File: src/rtl/dil_w1_pkg.sv
// Shared constants, level decode and FSM state type for the w1' bit-packer.
`timescale 1ns/1ps
package dil_w1_pkg;

  localparam int W1_COEFF_W   = 24;
  localparam int W1_IN_COEFFS = 4;
  localparam int W1_W         = 64;
  localparam int ACC_W        = 88;
  localparam int FILL_W       = 7;
  localparam int BEAT_CNT_W   = 10;
  localparam int WORD_CNT_W   = 8;

  localparam int LVL2_K     = 4;
  localparam int LVL2_B     = 6;
  localparam int LVL2_BEATS = 256;
  localparam int LVL2_WORDS = 96;

  localparam int LVL3_K     = 6;
  localparam int LVL3_B     = 4;
  localparam int LVL3_BEATS = 384;
  localparam int LVL3_WORDS = 96;

  localparam int LVL5_K     = 8;
  localparam int LVL5_B     = 4;
  localparam int LVL5_BEATS = 512;
  localparam int LVL5_WORDS = 128;

  localparam logic [W1_COEFF_W-1:0] W1_MAX_LVL2  = 24'd43;
  localparam logic [W1_COEFF_W-1:0] W1_MAX_LVL35 = 24'd15;

  typedef enum logic [1:0] {
    ST_IDLE = 2'd0,
    ST_PACK = 2'd1,
    ST_DONE = 2'd2
  } w1_state_e;

  typedef struct packed {
    logic                  lvl2;
    logic [BEAT_CNT_W-1:0] beats;
    logic [WORD_CNT_W-1:0] words;
  } w1_lvl_cfg_t;

  // Unknown security levels fall back to the level-5 geometry.
  function automatic w1_lvl_cfg_t lvl_decode(input logic [2:0] sec_lvl);
    w1_lvl_cfg_t cfg;
    case (sec_lvl)
      3'd2:    cfg = '{lvl2: 1'b1, beats: BEAT_CNT_W'(LVL2_BEATS), words: WORD_CNT_W'(LVL2_WORDS)};
      3'd3:    cfg = '{lvl2: 1'b0, beats: BEAT_CNT_W'(LVL3_BEATS), words: WORD_CNT_W'(LVL3_WORDS)};
      default: cfg = '{lvl2: 1'b0, beats: BEAT_CNT_W'(LVL5_BEATS), words: WORD_CNT_W'(LVL5_WORDS)};
    endcase
    return cfg;
  endfunction

endpackage

File: src/rtl/w1_coeff_compress.sv
// Combinational 4-lane truncate/concatenate of w1' coefficients into one beat field.
// Range flags are only built when W1_RANGE_CHECK_EN is defined.
`timescale 1ns/1ps
module w1_coeff_compress
  import dil_w1_pkg::*;
(
  input  logic [W1_COEFF_W*W1_IN_COEFFS-1:0] i_coeffs,
  input  logic                               i_lvl2,
  output logic [23:0]                        o_field,
  output logic [3:0]                         o_coeff_b,
  output logic [W1_IN_COEFFS-1:0]            o_range_err
);

  logic [W1_COEFF_W-1:0] w_c [W1_IN_COEFFS];

  for (genvar j = 0; j < W1_IN_COEFFS; j++) begin : g_lane
    assign w_c[j] = i_coeffs[j*W1_COEFF_W +: W1_COEFF_W];
  end

  always_comb begin
    o_field = '0;
    if (i_lvl2) begin
      o_field = {w_c[3][5:0], w_c[2][5:0], w_c[1][5:0], w_c[0][5:0]};
    end else begin
      o_field = {8'h00, w_c[3][3:0], w_c[2][3:0], w_c[1][3:0], w_c[0][3:0]};
    end
  end

  assign o_coeff_b = i_lvl2 ? 4'd6 : 4'd4;

`ifdef W1_RANGE_CHECK_EN
  for (genvar j = 0; j < W1_IN_COEFFS; j++) begin : g_range
    assign o_range_err[j] = w_c[j] > (i_lvl2 ? W1_MAX_LVL2 : W1_MAX_LVL35);
  end
`else
  assign o_range_err = '0;
  // Truncated-away coefficient bits have no consumer without the range check.
  logic w_unused_hi;
  assign w_unused_hi = ^{w_c[0][23:6], w_c[1][23:6], w_c[2][23:6], w_c[3][23:6]};
`endif

endmodule

File: src/rtl/w1_pack.sv
// Dilithium verify w1' packer: 4 coefficients per beat in, 64-bit LE words out.
// Optional sticky range check on input lanes is enabled by W1_RANGE_CHECK_EN.
`timescale 1ns/1ps
module w1_pack
  import dil_w1_pkg::*;
#(
  parameter int COEFF_W   = W1_COEFF_W,
  parameter int IN_COEFFS = W1_IN_COEFFS,
  parameter int W         = W1_W
) (
  input  logic                         clk,
  input  logic                         rst_n,
  input  logic                         start,
  input  logic [2:0]                   sec_lvl,
  input  logic [COEFF_W*IN_COEFFS-1:0] poly_i,
  input  logic                         poly_valid_i,
  output logic                         poly_ready_i,
  output logic [W-1:0]                 do_o,
  output logic                         valid_o,
  input  logic                         ready_o,
  output logic                         last_o,
  output logic                         done,
  output logic                         err_o
);

  w1_state_e             r_state;
  w1_state_e             w_state_nxt;
  logic                  r_lvl2;
  logic [BEAT_CNT_W-1:0] r_total_beats;
  logic [BEAT_CNT_W-1:0] r_beats_in;
  logic [WORD_CNT_W-1:0] r_total_words;
  logic [WORD_CNT_W-1:0] r_words_out;
  logic [ACC_W-1:0]      r_acc;
  logic [FILL_W-1:0]     r_fill;

  w1_lvl_cfg_t           w_cfg;
  logic [23:0]           w_field;
  logic [3:0]            w_coeff_b;
  logic [3:0]            w_range_err;
  logic                  w_start_job;
  logic                  w_accept;
  logic                  w_pop;
  logic                  w_last_word;

  w1_coeff_compress u_compress (
    .i_coeffs    (poly_i),
    .i_lvl2      (r_lvl2),
    .o_field     (w_field),
    .o_coeff_b   (w_coeff_b),
    .o_range_err (w_range_err)
  );

  assign w_cfg       = lvl_decode(sec_lvl);
  assign w_start_job = (r_state == ST_IDLE) && start;

  // Ready depends only on registered state; ready_o never reaches it.
  assign poly_ready_i = (r_state == ST_PACK) && (r_fill < 7'd64) && (r_beats_in < r_total_beats);
  assign valid_o      = (r_state == ST_PACK) && (r_fill >= 7'd64);
  assign do_o         = r_acc[W-1:0];
  assign w_last_word  = (r_words_out == r_total_words - 8'd1);
  assign last_o       = valid_o && w_last_word;
  assign done         = (r_state == ST_DONE);

  assign w_accept = poly_ready_i && poly_valid_i;
  assign w_pop    = valid_o && ready_o;

  always_ff @(posedge clk or negedge rst_n) begin
    if (!rst_n) begin
      r_state <= ST_IDLE;
    end else begin
      r_state <= w_state_nxt;
    end
  end

  always_comb begin
    w_state_nxt = r_state;
    case (r_state)
      ST_IDLE: if (start) w_state_nxt = ST_PACK;
      ST_PACK: if (w_pop && w_last_word) w_state_nxt = ST_DONE;
      ST_DONE: w_state_nxt = ST_IDLE;
      default: w_state_nxt = ST_IDLE;
    endcase
  end

  // Accept and pop are mutually exclusive: accept needs fill<64, pop needs fill>=64.
  always_ff @(posedge clk or negedge rst_n) begin
    if (!rst_n) begin
      r_lvl2        <= 1'b0;
      r_total_beats <= '0;
      r_total_words <= '0;
      r_beats_in    <= '0;
      r_words_out   <= '0;
      r_acc         <= '0;
      r_fill        <= '0;
    end else if (w_start_job) begin
      r_lvl2        <= w_cfg.lvl2;
      r_total_beats <= w_cfg.beats;
      r_total_words <= w_cfg.words;
      r_beats_in    <= '0;
      r_words_out   <= '0;
      r_acc         <= '0;
      r_fill        <= '0;
    end else if (w_accept) begin
      r_acc      <= r_acc | (ACC_W'(w_field) << r_fill);
      r_fill     <= r_fill + {1'b0, w_coeff_b, 2'b00};
      r_beats_in <= r_beats_in + 10'd1;
    end else if (w_pop) begin
      r_acc       <= r_acc >> W;
      r_fill      <= r_fill - 7'd64;
      r_words_out <= r_words_out + 8'd1;
    end
  end

`ifdef W1_RANGE_CHECK_EN
  logic r_err;

  always_ff @(posedge clk or negedge rst_n) begin
    if (!rst_n) begin
      r_err <= 1'b0;
    end else if (w_start_job) begin
      r_err <= 1'b0;
    end else if (w_accept && (|w_range_err)) begin
      r_err <= 1'b1;
    end
  end

  assign err_o = r_err;
`else
  assign err_o = 1'b0;
  logic w_unused_range;
  assign w_unused_range = |w_range_err;
`endif

endmodule

File: config.mk
export PLATFORM = sky130hd
export DESIGN_NAME = w1_pack
export DESIGN_NICKNAME = d
export VERILOG_FILES = /design/src/rtl/dil_w1_pkg.sv /design/src/rtl/w1_coeff_compress.sv /design/src/rtl/w1_pack.sv
export SDC_FILE = /design/constraint.sdc
export NUM_CORES = 1
export LEC_CHECK = 0
export ABC_AREA = 1
export CORE_AREA = 2 2 135 111
export CTS_BUF_LIST = sky130_fd_sc_hd__clkbuf_16
export DETAILED_ROUTE_END_ITERATION = 6
export DIE_AREA = 0 0 137 113
export MAX_ROUTING_LAYER = met4
export PLACE_DENSITY = 0.85
export SLEW_MARGIN = 20
export SYNTH_ARGS = -nofsm -noshare
export SYNTH_HDL_FRONTEND = slang
export SYNTH_HIERARCHICAL = 1
export SYNTH_SLANG_ARGS = --single-unit
export TNS_END_PERCENT = 10
File: constraint.sdc
create_clock -name clk -period 5.6 [get_ports clk]
set_input_delay 1.12 -clock clk [delete_from_list [all_inputs] [get_ports clk]]
set_output_delay 1.12 -clock clk [all_outputs]
set_load 0.005 [all_outputs]
== Word level (Yosys, flattened, before mapping) ==
Cells that the tools add are included.

* Register bits: 134
* Input bits: 104
* Output and inout bits: 69
* Logic and storage cells: 57

* $add $sub $neg: 5
* Magnitude comparators: 3
* Equal/unequal tests: 8
* Shift-type cells: 1
* Multiplexer cells: 17
* Bitwise logic cells: 1
* Reductions and logical operators: 14

{| class="wikitable"
|+ Operators by type and width
! cell !! count
|-
| $mux 88 || 3
|-
| $or 88x88->88 || 1
|-
| $shl 24x7->88 || 1
|-
| $pmux 19 s2 || 1
|-
| $mux 24 || 1
|-
| $mux 8 || 3
|-
| $mux 7 || 3
|-
| $mux 10 || 2
|-
| $add 10x1->10 const B || 1
|-
| $lt 10x10->1 || 1
|-
| $add 8x1->8 const B || 1
|-
| $eq 8x8->1 || 1
|-
| $logic_and 1x1->1 || 8
|-
| $sub 8x1->8 const B || 1
|-
| $add 7x6->7 || 1
|-
| $ge 7x7->1 const B || 1
|-
| $lt 7x7->1 const B || 1
|-
| $sub 7x7->7 const B || 1
|-
| $eq 3x2->1 const B || 2
|-
| $mux 2 || 3
|-
| $ne 2x2->1 const B || 2
|-
| $pmux 2 s2 || 1
|-
| $reduce_and 2->1 || 2
|-
| $reduce_bool 2->1 || 2
|-
| other kinds (5) || 5
|}

== Longest topological paths before layout ==
Gate-level depths: netlist of run 1.

* Depth after elaboration: 6
* Gate-level depth with buffers: 12
* Depth with buffers taken out: 11

== Cells and area by module ==
The synthesis of run 1 kept the hierarchy.

{| class="wikitable"
|+ Modules (own cells, without submodules)
! module !! instances !! cells an instance !! area an instance (µm²) !! sequential area each (µm²)
|-
| w1_pack || 1 || 1015 || 7267.0 || 2927.8
|-
| w1_coeff_compress || 1 || 70 || 322.8 || 0.0
|}

== Worst setup path after synthesis of run 1 ==
Ideal clock, no wire load.

* Path kind: register to output
* From: register, netlist name r_total_words[7]
* To: output port poly_ready_i
* Data arrival time: 1121 ps
* Data required time: 4480 ps
* Setup slack: 3359 ps
* Stages on the path, launching flop included: 6
* Buffers on the path: 0
* Cells stage by stage: dfrtp_1 -> inv_1 -> ha_1 -> a21oi_1 -> nand3_1 -> inv_1

{| class="wikitable"
|+ RTL lines
! item !! RTL line !! source
|-
| end, declared || w1_pack.sv:17 || <nowiki>output logic poly_ready_i,</nowiki>
|}

== Worst setup path after layout of run 1 ==
* From: register r_fill[6]
* To: output port last_o

* Longest elaborated chain between the ends: 3

{| class="wikitable"
|+ RTL lines
! item !! RTL line !! source
|-
| start, declared || w1_pack.sv:34 || <nowiki>logic [FILL_W-1:0] r_fill;</nowiki>
|-
| start signal, assigned || w1_pack.sv:105 || <nowiki>r_fill <= r_fill + {1'b0, w_coeff_b, 2'b00};</nowiki>
|-
| start signal, assigned || w1_pack.sv:109 || <nowiki>r_fill <= r_fill - 7'd64;</nowiki>
|-
| $ge 7x7->1 || w1_pack.sv:58 || <nowiki>assign valid_o = (r_state == ST_PACK) && (r_fill >= 7'd64);</nowiki>
|-
| $logic_and 1x1->1 || w1_pack.sv:58 ||
|-
| $logic_and 1x1->1 || w1_pack.sv:61 || <nowiki>assign last_o = valid_o && w_last_word;</nowiki>
|-
| end, declared || w1_pack.sv:21 || <nowiki>output logic last_o,</nowiki>
|}

No other way between the ends.

==> summary.txt, run 1 <==
Run status
  • Status: finished, final reports clean

Global routing
  • Initial antenna violation count: 0
  • Vias in the first global route: 6724
  • Largest net degree at the start of global routing: 62
  • Total global-route track usage: 0.292
  • First-pass GRT wire length: 33900 um
  • Total grt overflow: 0

Worst setup path
  • Worst path cell trace: inv_2 > nor2_4 > inv_1 > nor3_1 > clkdlybuf4s50_1
  • CP required: between 4000 and 5000 ps
  • Worst path max stage delay: between 800 and 900 ps
  • CP Max Fanout: 27
  • Critical path launch point: r_fill[6]
  • CP startpoint kind: register
  • CP Data Arrival Time: 2840 ps
  • Crit. End Element: output pin
  • Critical R2R Launch: r_fill[6]
  • Slowest cell on crit path: dfrtp_1
  • WS Path Type: register to output pin

Clock tree
  • Clock Pin Slew Worst Setup and Hold Paths: ~60 ps
  • Clock Tree Buf Depth: 2
  • H-tree levels: 4
  • Clk sinks: 117
  • Postcts setup bufs: 0
  • Latest clock arrival within the worst-skew pair: 430 ps
  • Post-CTS resize count: 0
  • Num CTS Buffers: 17
  • Root Driver: clkbuf_16
  • Hold_buf cts: 0
  • TritonCTS clock tree: built

Cells and area
  • Nets: roughly 1.2k
  • Non-filler cells, final: ~1.3k
  • P&R area growth vs syn: 13.3%
  • Finished Core Util: 0.609
  • Fillers: between 1k and 1.5k
  • Number of diodes: 0
  • Share of cells above drive strength 1: 0.0532

Placement
  • Port-buffer cells: between 90 and 100
  • Hpwl dp: 14100 um
  • RePlAce Congestion: 0.981
  • Placed cell count: 1244

Power
  • Internal Power: about 2.5 mW
  • Pwr/cell area: between 500 and 600 mW/mm^2
  • Sw Share: 0.431
  • NetSw: 1.92 mW
  • Max rail drop VDD: roughly 0.00032 V
  • Lkg Pwr: roughly 4 nW
  • Share of power burned in the clock network: 0.240
  • Combinational share of power: 0.469
  • Reg power frac: 0.290

Route
  • DR DRC count: 0
  • DR vias: around 7.1k
  • WL final: 21100 um
  • Wirelength per Cell: 16.5 um
  • Final ANT Viol Nets: 0
  • First-pass DRT Iterations: 6
  • Initial drt markers: slightly above 900
  • Vias per std cell: 5.59

Logic synthesis
  • Synth Area per Inst: 6.99 um^2
  • Synthesis Warnings: 6
  • Instance count of the mapped netlist: 1081
  • Synthesized cell area: 0.00756 mm^2

Job
  • Max_cap viols: 0

Die
  • Die outline height: 113 um
  • Ports: ~170
  • Core Box Area: between 0.01 and 0.015 mm^2
  • Initial Utilization: 0.538
  • Die footprint: 0.0155 mm^2
  • Die width: 137 um
  • Row Count: 39

Timing
  • RSZ-0062 raised after global routing: no
  • Skew final: 9.01 ps
  • Fmax: ~0.25 GHz
  • Final Hold Viols: 0
  • Final Max Slew Viols: 0
  • Post-route setup TNS: 0 ps
  • Rel. slew slack: 0.242
  • Final worst path period need: between 3000 and 4000 ps
  • Finish-stage setup viols: 0
  • Fin crit share: 0.707
  • Worst-margin pin slew: 1130 ps

Min path
  • Hold crit path type: register to register
  • Hold path start: r_acc[46]
[per-stage QoR]
step / cell area, um^2 / setup slack, ps / power, mW / hold slack [ps]
after global routing: 8560 / 1560 / 4.75 / 491
final: 8560 / 1640 / 4.46 / 482
after CTS: 8560 / 1720 / 4.43 / 482
after global placement: 7990 / 2190 / 3.28 / 462
after floorplan: 7560 / 3360 / 2.81 / 449
after detailed placement: 7990 / 2130 / 3.33 / 467
[power groups by stage]
stage	Combinational, mW	Clock, mW	Sequential, mW
global placement	1.99	0	1.29
CTS	2.05	1.08	1.29
finish	2.09	1.07	1.30
detailed placement	2.03	0	1.30
floorplan	1.57	0	1.24
global route	2.31	1.12	1.33
[cell usage in the layout (no fill, tap or decap), types with 4 or more instances in the layout]
master and n:
nand3_1 81, clkbuf_16 17, buf_4 6, o22ai_1 5
clkinv_2 6, inv_1 93, ha_1 8, nor3_1 17
o21ai_0 58, a21boi_0 5, nand4_1 18, inv_2 9
nor2_1 81, clkdlybuf4s50_1 98, a21oi_1 78, conb_1 4
nand2_1 336, dfrtp_1 117, nor2_4 6
[critical path: cells and delay by family (launching register included)]
kind | cells | cell delay (ps)
flip-flops | 1 | 860
buffers and inverters | 3 | 1080
AND/OR/NAND/NOR | 2 | 450
[layer usage]
metal	wire length (um)	track usage
met4	640	0.126
met3	1720	0.0605
met2	9340	0.431
met5	0	-
met1	9380	0.392
[cell type report]
cell class / count / area, um^2 / share of cell area
Timing Repair Buffer: 104 / 1030 / 0.120
Clock buffer: 17 / 425 / 0.0497
Clock inverter: 14 / 144 / 0.0168
Sequential cell: 117 / 2930 / 0.342
Multi-Input combinational cell: 738 / 3420 / 0.400
Inverter: 101 / 384 / 0.0449
Tap cell: 184 / 230 / 0.0269
[final timing paths]
kind / endpoint / slack, ps / cells after the start
setup / recovery: last_o / 1640 / 5
setup reg to reg: r_acc[6] / 2660 / 7
hold / removal: r_acc[46] / 480 / 2
min in group asynchronous: r_beats_in[5] / 780 / 1
hold reg to reg: r_acc[46] / 480 / 2
max in group asynchronous: r_acc[38] / 3570 / 2
[registers in the layout (all words and copies together) (netlist names)]
name and flops:
r_acc 88, r_beats_in 10, r_words_out 8, r_fill 5, r_state 2, r_total_beats 2
r_lvl2 1, r_total_words 1
Note: power is estimated with default switching activity, not from simulation.
==> run 2: changes to the inputs <==
CORE_AREA = 2 2 140 115   (was 2 2 135 111)
DIE_AREA = 0 0 142 117   (was 0 0 137 113)
PLACE_DENSITY = 0.8   (was 0.85)
clock period = 4 ns   (was 5.6 ns; I/O delays follow)
==> run 2 against run 1 <==
Register-to-register slack got worse by 1600 ps; design area rose by 0.86%; utilization fell by 4.6 points; worst setup slack got worse by 610 ps; largest power group unchanged.
==> summary.txt, run 2 (same netlist as run 1, synthesis figures left out) <==
Timing
  • Final worst path period need: 2960 ps
  • Post-route setup TNS: 0 ps
  • Skew final: about 8.0 ps
  • Hold slack: 444 ps
  • Rel. slew slack: 0.389
  • Finish-stage setup viols: 0
  • RSZ-0062 raised after global routing: no
  • Fmax: ~0.34 GHz
  • Worst-margin pin slew: 916 ps
  • Final setup margin: 1040 ps
  • Final Max Slew Viols: 0
  • Final Hold Viols: 0
  • Fin crit share: 0.741

Route
  • Final ANT Viol Nets: 0
  • WL final: 20600 um
  • First-pass DRT Iterations: 6
  • Wirelength per Cell: 16.0 um
  • Initial drt markers: 746
  • DR vias: 7037
  • Vias per std cell: 5.46
  • DR DRC count: 0

Worst setup path
  • CP startpoint kind: register
  • CP required: 3200 ps
  • Worst path cell trace: inv_1 > ha_1 > a21oi_1 > nand3_1 > inv_1 > clkdlybuf4s50_1
  • Slowest cell on crit path: clkdlybuf4s50_1
  • Critical R2R Launch: r_fill[3]
  • Reg2Reg Depth: 6
  • Buf+Inv Stages, Crit Path: 3
  • CP most frequent cell: inv_1
  • R2r setup slk: 1110 ps
  • Worst path max stage delay: 490 ps
  • Delay-heaviest family, CP: buffers and inverters
  • CP Data Arrival Time: 2160 ps
  • Crit. End Element: output pin
  • Worst R2R End: r_acc[12]
  • WS Path Type: register to output pin
  • CP Max Fanout: 4

Cells and area
  • Reg area: 0.00293 mm^2
  • Nets: between 1k and 1.5k
  • P&R area growth vs syn: 14.2%
  • Most common cell after layout, fill and taps aside: nand2_1
  • Footprint of the multi-input gates: 0.00342 mm^2
  • Most frequent cells in the layout: 336 x nand2_1, 117 x dfrtp_1, 98 x clkdlybuf4s50_1, 91 x inv_1
  • Register bank with the most flops: r_acc
  • Fillers: between 1k and 1.5k
  • Share of cells above drive strength 1: 0.0611
  • Number of diodes: 0
  • Top flop regs: r_acc: 88 flops, r_beats_in: 10 flops, r_words_out: 8 flops
  • Max reg flops: 88

Die
  • Row Count: 41
  • Core Box Area: 0.0153 mm^2
  • Ports: 173
  • Initial Utilization: 0.493
  • Die width: 142 um
  • Die outline height: approximately 120 um
  • Die footprint: 0.0166 mm^2

Placement
  • RePlAce Congestion: 0.958
  • Port-buffer cells: 99
  • Hpwl dp: 14300 um
  • Pre-CTS setup slack: 1240 ps

Clock tree
  • Num CTS Buffers: 17
  • Clk sinks: approximately 120
  • Postcts setup bufs: 0
  • Latest clock arrival within the worst-skew pair: 420 ps
  • TritonCTS clock tree: built
  • Clock Pin Slew Worst Setup and Hold Paths: 50 ps
  • H-tree levels: 4
  • Root Driver: clkbuf_16
  • Hold_buf cts: 0
  • Post-CTS resize count: 0
  • Clock Tree Buf Depth: 2

Power
  • Max rail drop VDD: 0.000350 V
  • Pwr/cell area: 723 mW/mm^2
  • Lkg Pwr: 4.11 nW
  • Total chip power: between 6 and 7 mW

Job
  • Max_cap viols: 0

Global routing
  • First-pass GRT wire length: 33500 um
  • Initial antenna violation count: 0
  • Total global-route track usage: 0.269
  • Vias in the first global route: 6453
  • Total grt overflow: 0
  • Largest net degree at the start of global routing: 62

Min path
  • Hold crit path type: primary input to asynchronous set/reset pin

Run status
  • Status: finished, final reports clean
==> run 2: metal layers <==
layer | vias up | wire length (um) | track usage
met2 | 309 | 9370 | 0.401
met1 | 3299 | 9150 | 0.364
met4 | 0 | 420 | 0.0947
met5 | - | 0 | -
li1 | 3390 | - | -
met3 | 39 | 1680 | 0.0610
==> run 2: worst max path at each step <==
| stage | from | endpoint | slack [ps] | cells past startpoint |
|---|---|---|---|---|
| after global routing | r_fill[3] | r_acc[12] | 780 | 6 |
| after CTS | r_total_words[7] | poly_ready_i | 1030 | 6 |
| after floorplan | r_total_words[7] | poly_ready_i | 2080 | 5 |
| after global placement | poly_i[4] | r_acc[12] | 1200 | 11 |
| after detailed placement | poly_valid_i | r_acc[53] | 1240 | 6 |
| final | r_total_words[7] | poly_ready_i | 1040 | 6 |
==> run 2: layout make-up <==
cell class | instances | area share
clock inverters | 15 | 0.0181
well taps | 193 | 0.0280
inverters | 101 | 0.0445
multi-input cells | 738 | 0.397
clock buffers | 17 | 0.0493
repair buffers | 109 | 0.125
flip-flops and latches | 117 | 0.339
==> run 2: metrics by stage <==
| step | instances | instance area, um^2 | util |
|---|---|---|---|
| floorplan | 1082 | 7560 | - |
| global placement | 1258 | 8050 | 0.525 |
| detailed placement | 1258 | 8050 | 0.525 |
| CTS | 1290 | 8640 | 0.563 |
| global route | 1290 | 8640 | 0.563 |
| finish | 1290 | 8640 | 0.563 |
==> run 2: where the power goes <==
part | switching (mW) | internal, mW
clock | 0.583 | 0.916
sequential | 0.284 | 1.53
combinational | 1.84 | 1.09
==> run 3: changes to the inputs <==
CORE_AREA = 2 2 147 120   (was 2 2 140 115)
DIE_AREA = 0 0 149 122   (was 0 0 142 117)
PLACE_DENSITY = 0.76   (was 0.8)
clock period = 2.5 ns   (was 4 ns; I/O delays follow)
==> run 3 against run 2 <==
Register-to-register slack worse by 850 ps; sequential power grew 57%; sequential share of layout area down 1.1 points; first-iteration DRC count shrank 16%; total power increased by 66%; largest power group unchanged; worst setup slack got worse by 840 ps; via count is 0.55% higher; wire length grew 1.1%; hold slack got worse by 5.6 ps; clock skew is 5.4 ps higher; final cell count up 4.2%; clock power is 71% higher.
==> summary.txt, run 3 (same netlist as run 1, synthesis figures left out) <==
Cells and area
  • Most frequent cells in the layout: 336 x nand2_1, 116 x dfrtp_1, 96 x clkdlybuf4s50_1, 90 x inv_1, 81 x nor2_1
  • Finished Core Util: 0.528
  • Number of diodes: 0
  • Share of cells above drive strength 1: 0.0831
  • Top flop regs: r_acc: 88 flops, r_beats_in: 10 flops, r_words_out: 8 flops
  • Register bank with the most flops: r_acc
  • Max reg flops: 88
  • Non-filler cells, final: 1344
  • P&R area growth vs syn: 18.0%
  • Nets: 1219
  • Design Area, Final: roughly 0.009 mm^2
  • Most common cell after layout, fill and taps aside: nand2_1
  • Fillers: 1608

Clock tree
  • Clock Tree Buf Depth: 2
  • TritonCTS clock tree: built
  • Latest clock arrival within the worst-skew pair: 430 ps
  • H-tree levels: 4
  • Root Driver: clkbuf_16
  • Clk sinks: 117
  • Clock Pin Slew Worst Setup and Hold Paths: 60 ps
  • Num CTS Buffers: 17

Power
  • NetSw: 4.33 mW
  • Max rail drop VDD: 0.000647 V
  • Reg power frac: 0.276
  • Sw Share: 0.419
  • Lkg Pwr: 4.27 nW
  • Combinational share of power: 0.475
  • Internal Power: 6.01 mW
  • Pwr/cell area: approximately 1200 mW/mm^2
  • Total chip power: 10.3 mW
  • Share of power burned in the clock network: 0.248

Global routing
  • Vias in the first global route: 6568
  • Total global-route track usage: 0.246
  • Total grt overflow: 0
  • Largest net degree at the start of global routing: 59
  • First-pass GRT wire length: 33900 um
  • Initial antenna violation count: 0

Route
  • DR vias: 7076
  • Wirelength per Cell: 15.5 um
  • Final ANT Viol Nets: 0
  • First-pass DRT Iterations: 6
  • Vias per std cell: 5.26
  • Initial drt markers: 629
  • DR DRC count: 0
  • WL final: between 20000 and 25000 um

Timing
  • Rel. slew slack: 0.530
  • Worst-margin pin slew: 705 ps
  • Post-route setup TNS: 0 ps
  • Hold slack: between 400 and 500 ps
  • Skew final: around 13 ps
  • RSZ-0062 raised after global routing: no
  • Finish-stage setup viols: 0
  • Final Hold Viols: 0
  • Final worst path period need: approximately 2300 ps
  • Fin crit share: 0.920
  • Final Max Slew Viols: 0
  • Fmax: 0.435 GHz
  • Final setup margin: 199 ps

Placement
  • Hpwl dp: between 15000 and 20000 um
  • Pre-CTS setup slack: 242 ps
  • RePlAce Congestion: approximately 1.0
  • Area after DPL: 0.00825 mm^2
  • Port-buffer cells: 99
  • Placed cell count: 1308

Worst setup path
  • Crit. End Element: output pin
  • CP startpoint kind: register
  • CP required: about 2000 ps
  • CP Data Arrival Time: approximately 1800 ps
  • WS Path Type: register to output pin
  • CP Max Fanout: 2

Die
  • Die outline height: 122 um
  • Initial Utilization: 0.447
  • Row Count: 43
  • Core Box Area: 0.0169 mm^2
  • Ports: ~170
  • Die footprint: 0.0182 mm^2
  • Die width: around 150 um

Job
  • Max_cap viols: 0

Min path
  • Hold crit path type: primary input to asynchronous set/reset pin

Run status
  • Status: finished, final reports clean
run 3: cell type report:
| class | instances | area, um^2 | share of cell area |
|---|---|---|---|
| Multi-Input combinational cell | 738 | 3450 | 0.386 |
| Timing Repair Buffer | 131 | 1270 | 0.142 |
| Clock inverter | 15 | 186 | 0.0209 |
| Tap cell | 225 | 282 | 0.0316 |
| Inverter | 101 | 384 | 0.0431 |
| Sequential cell | 117 | 2930 | 0.328 |
| Clock buffer | 17 | 425 | 0.0477 |
run 3: what timing repair did:
| action | 4_1_cts | 5_1_grt |
|---|---|---|
| pin swaps | 1 | 2 |
| gates resized for setup | 2 | 6 |
| setup endpoints to repair | 2 | 2 |
| setup buffers | 0 | 3 |
| endpoints found under the hold margin | 6 | 0 |
| hold buffers | 1 | 0 |
run 3: power groups by stage:
stage          sequential [mW]  combinational, mW  clock (mW)
2_1_floorplan             2.77               3.51           0
4_1_cts                   2.86               4.83        2.60
6_report                  2.86               4.91        2.57
3_5_place_dp              2.88               4.80           0
5_1_grt                   2.93               5.45        2.68
3_3_place_gp              2.87               4.72           0
run 3: per-layer routing:
layer | vias to the layer above | track usage | share of wire
met5 | - | - | 0
met4 | 0 | 0.0780 | 0.022
met3 | 37 | 0.0569 | 0.076
met2 | 291 | 0.364 | 0.44
met1 | 3310 | 0.336 | 0.46
li1 | 3438 | - | -
run 3: worst paths after layout:
kind	from	depth (start not counted)	end	slack, ps
worst max-delay path	r_words_out[0]	8	last_o	200
worst min-delay path	rst_n	2	r_fill[3]	440
worst max register to register	r_total_words[7]	9	r_acc[77]	260
worst min register to register	r_acc[46]	2	r_acc[46]	480
max in group asynchronous	rst_n	3	r_total_beats[8]	1150
min in group clk	r_acc[46]	2	r_acc[46]	480
run 3: critical path: stages (launching register included):
cell,delay (ps)
dfrtp_1,350
ha_1,170
nand3_1,80
inv_1,80
nand2_1,80
a21oi_1,120
o21ai_1,100
nor3_1,140
dlygate4sd2_1,250
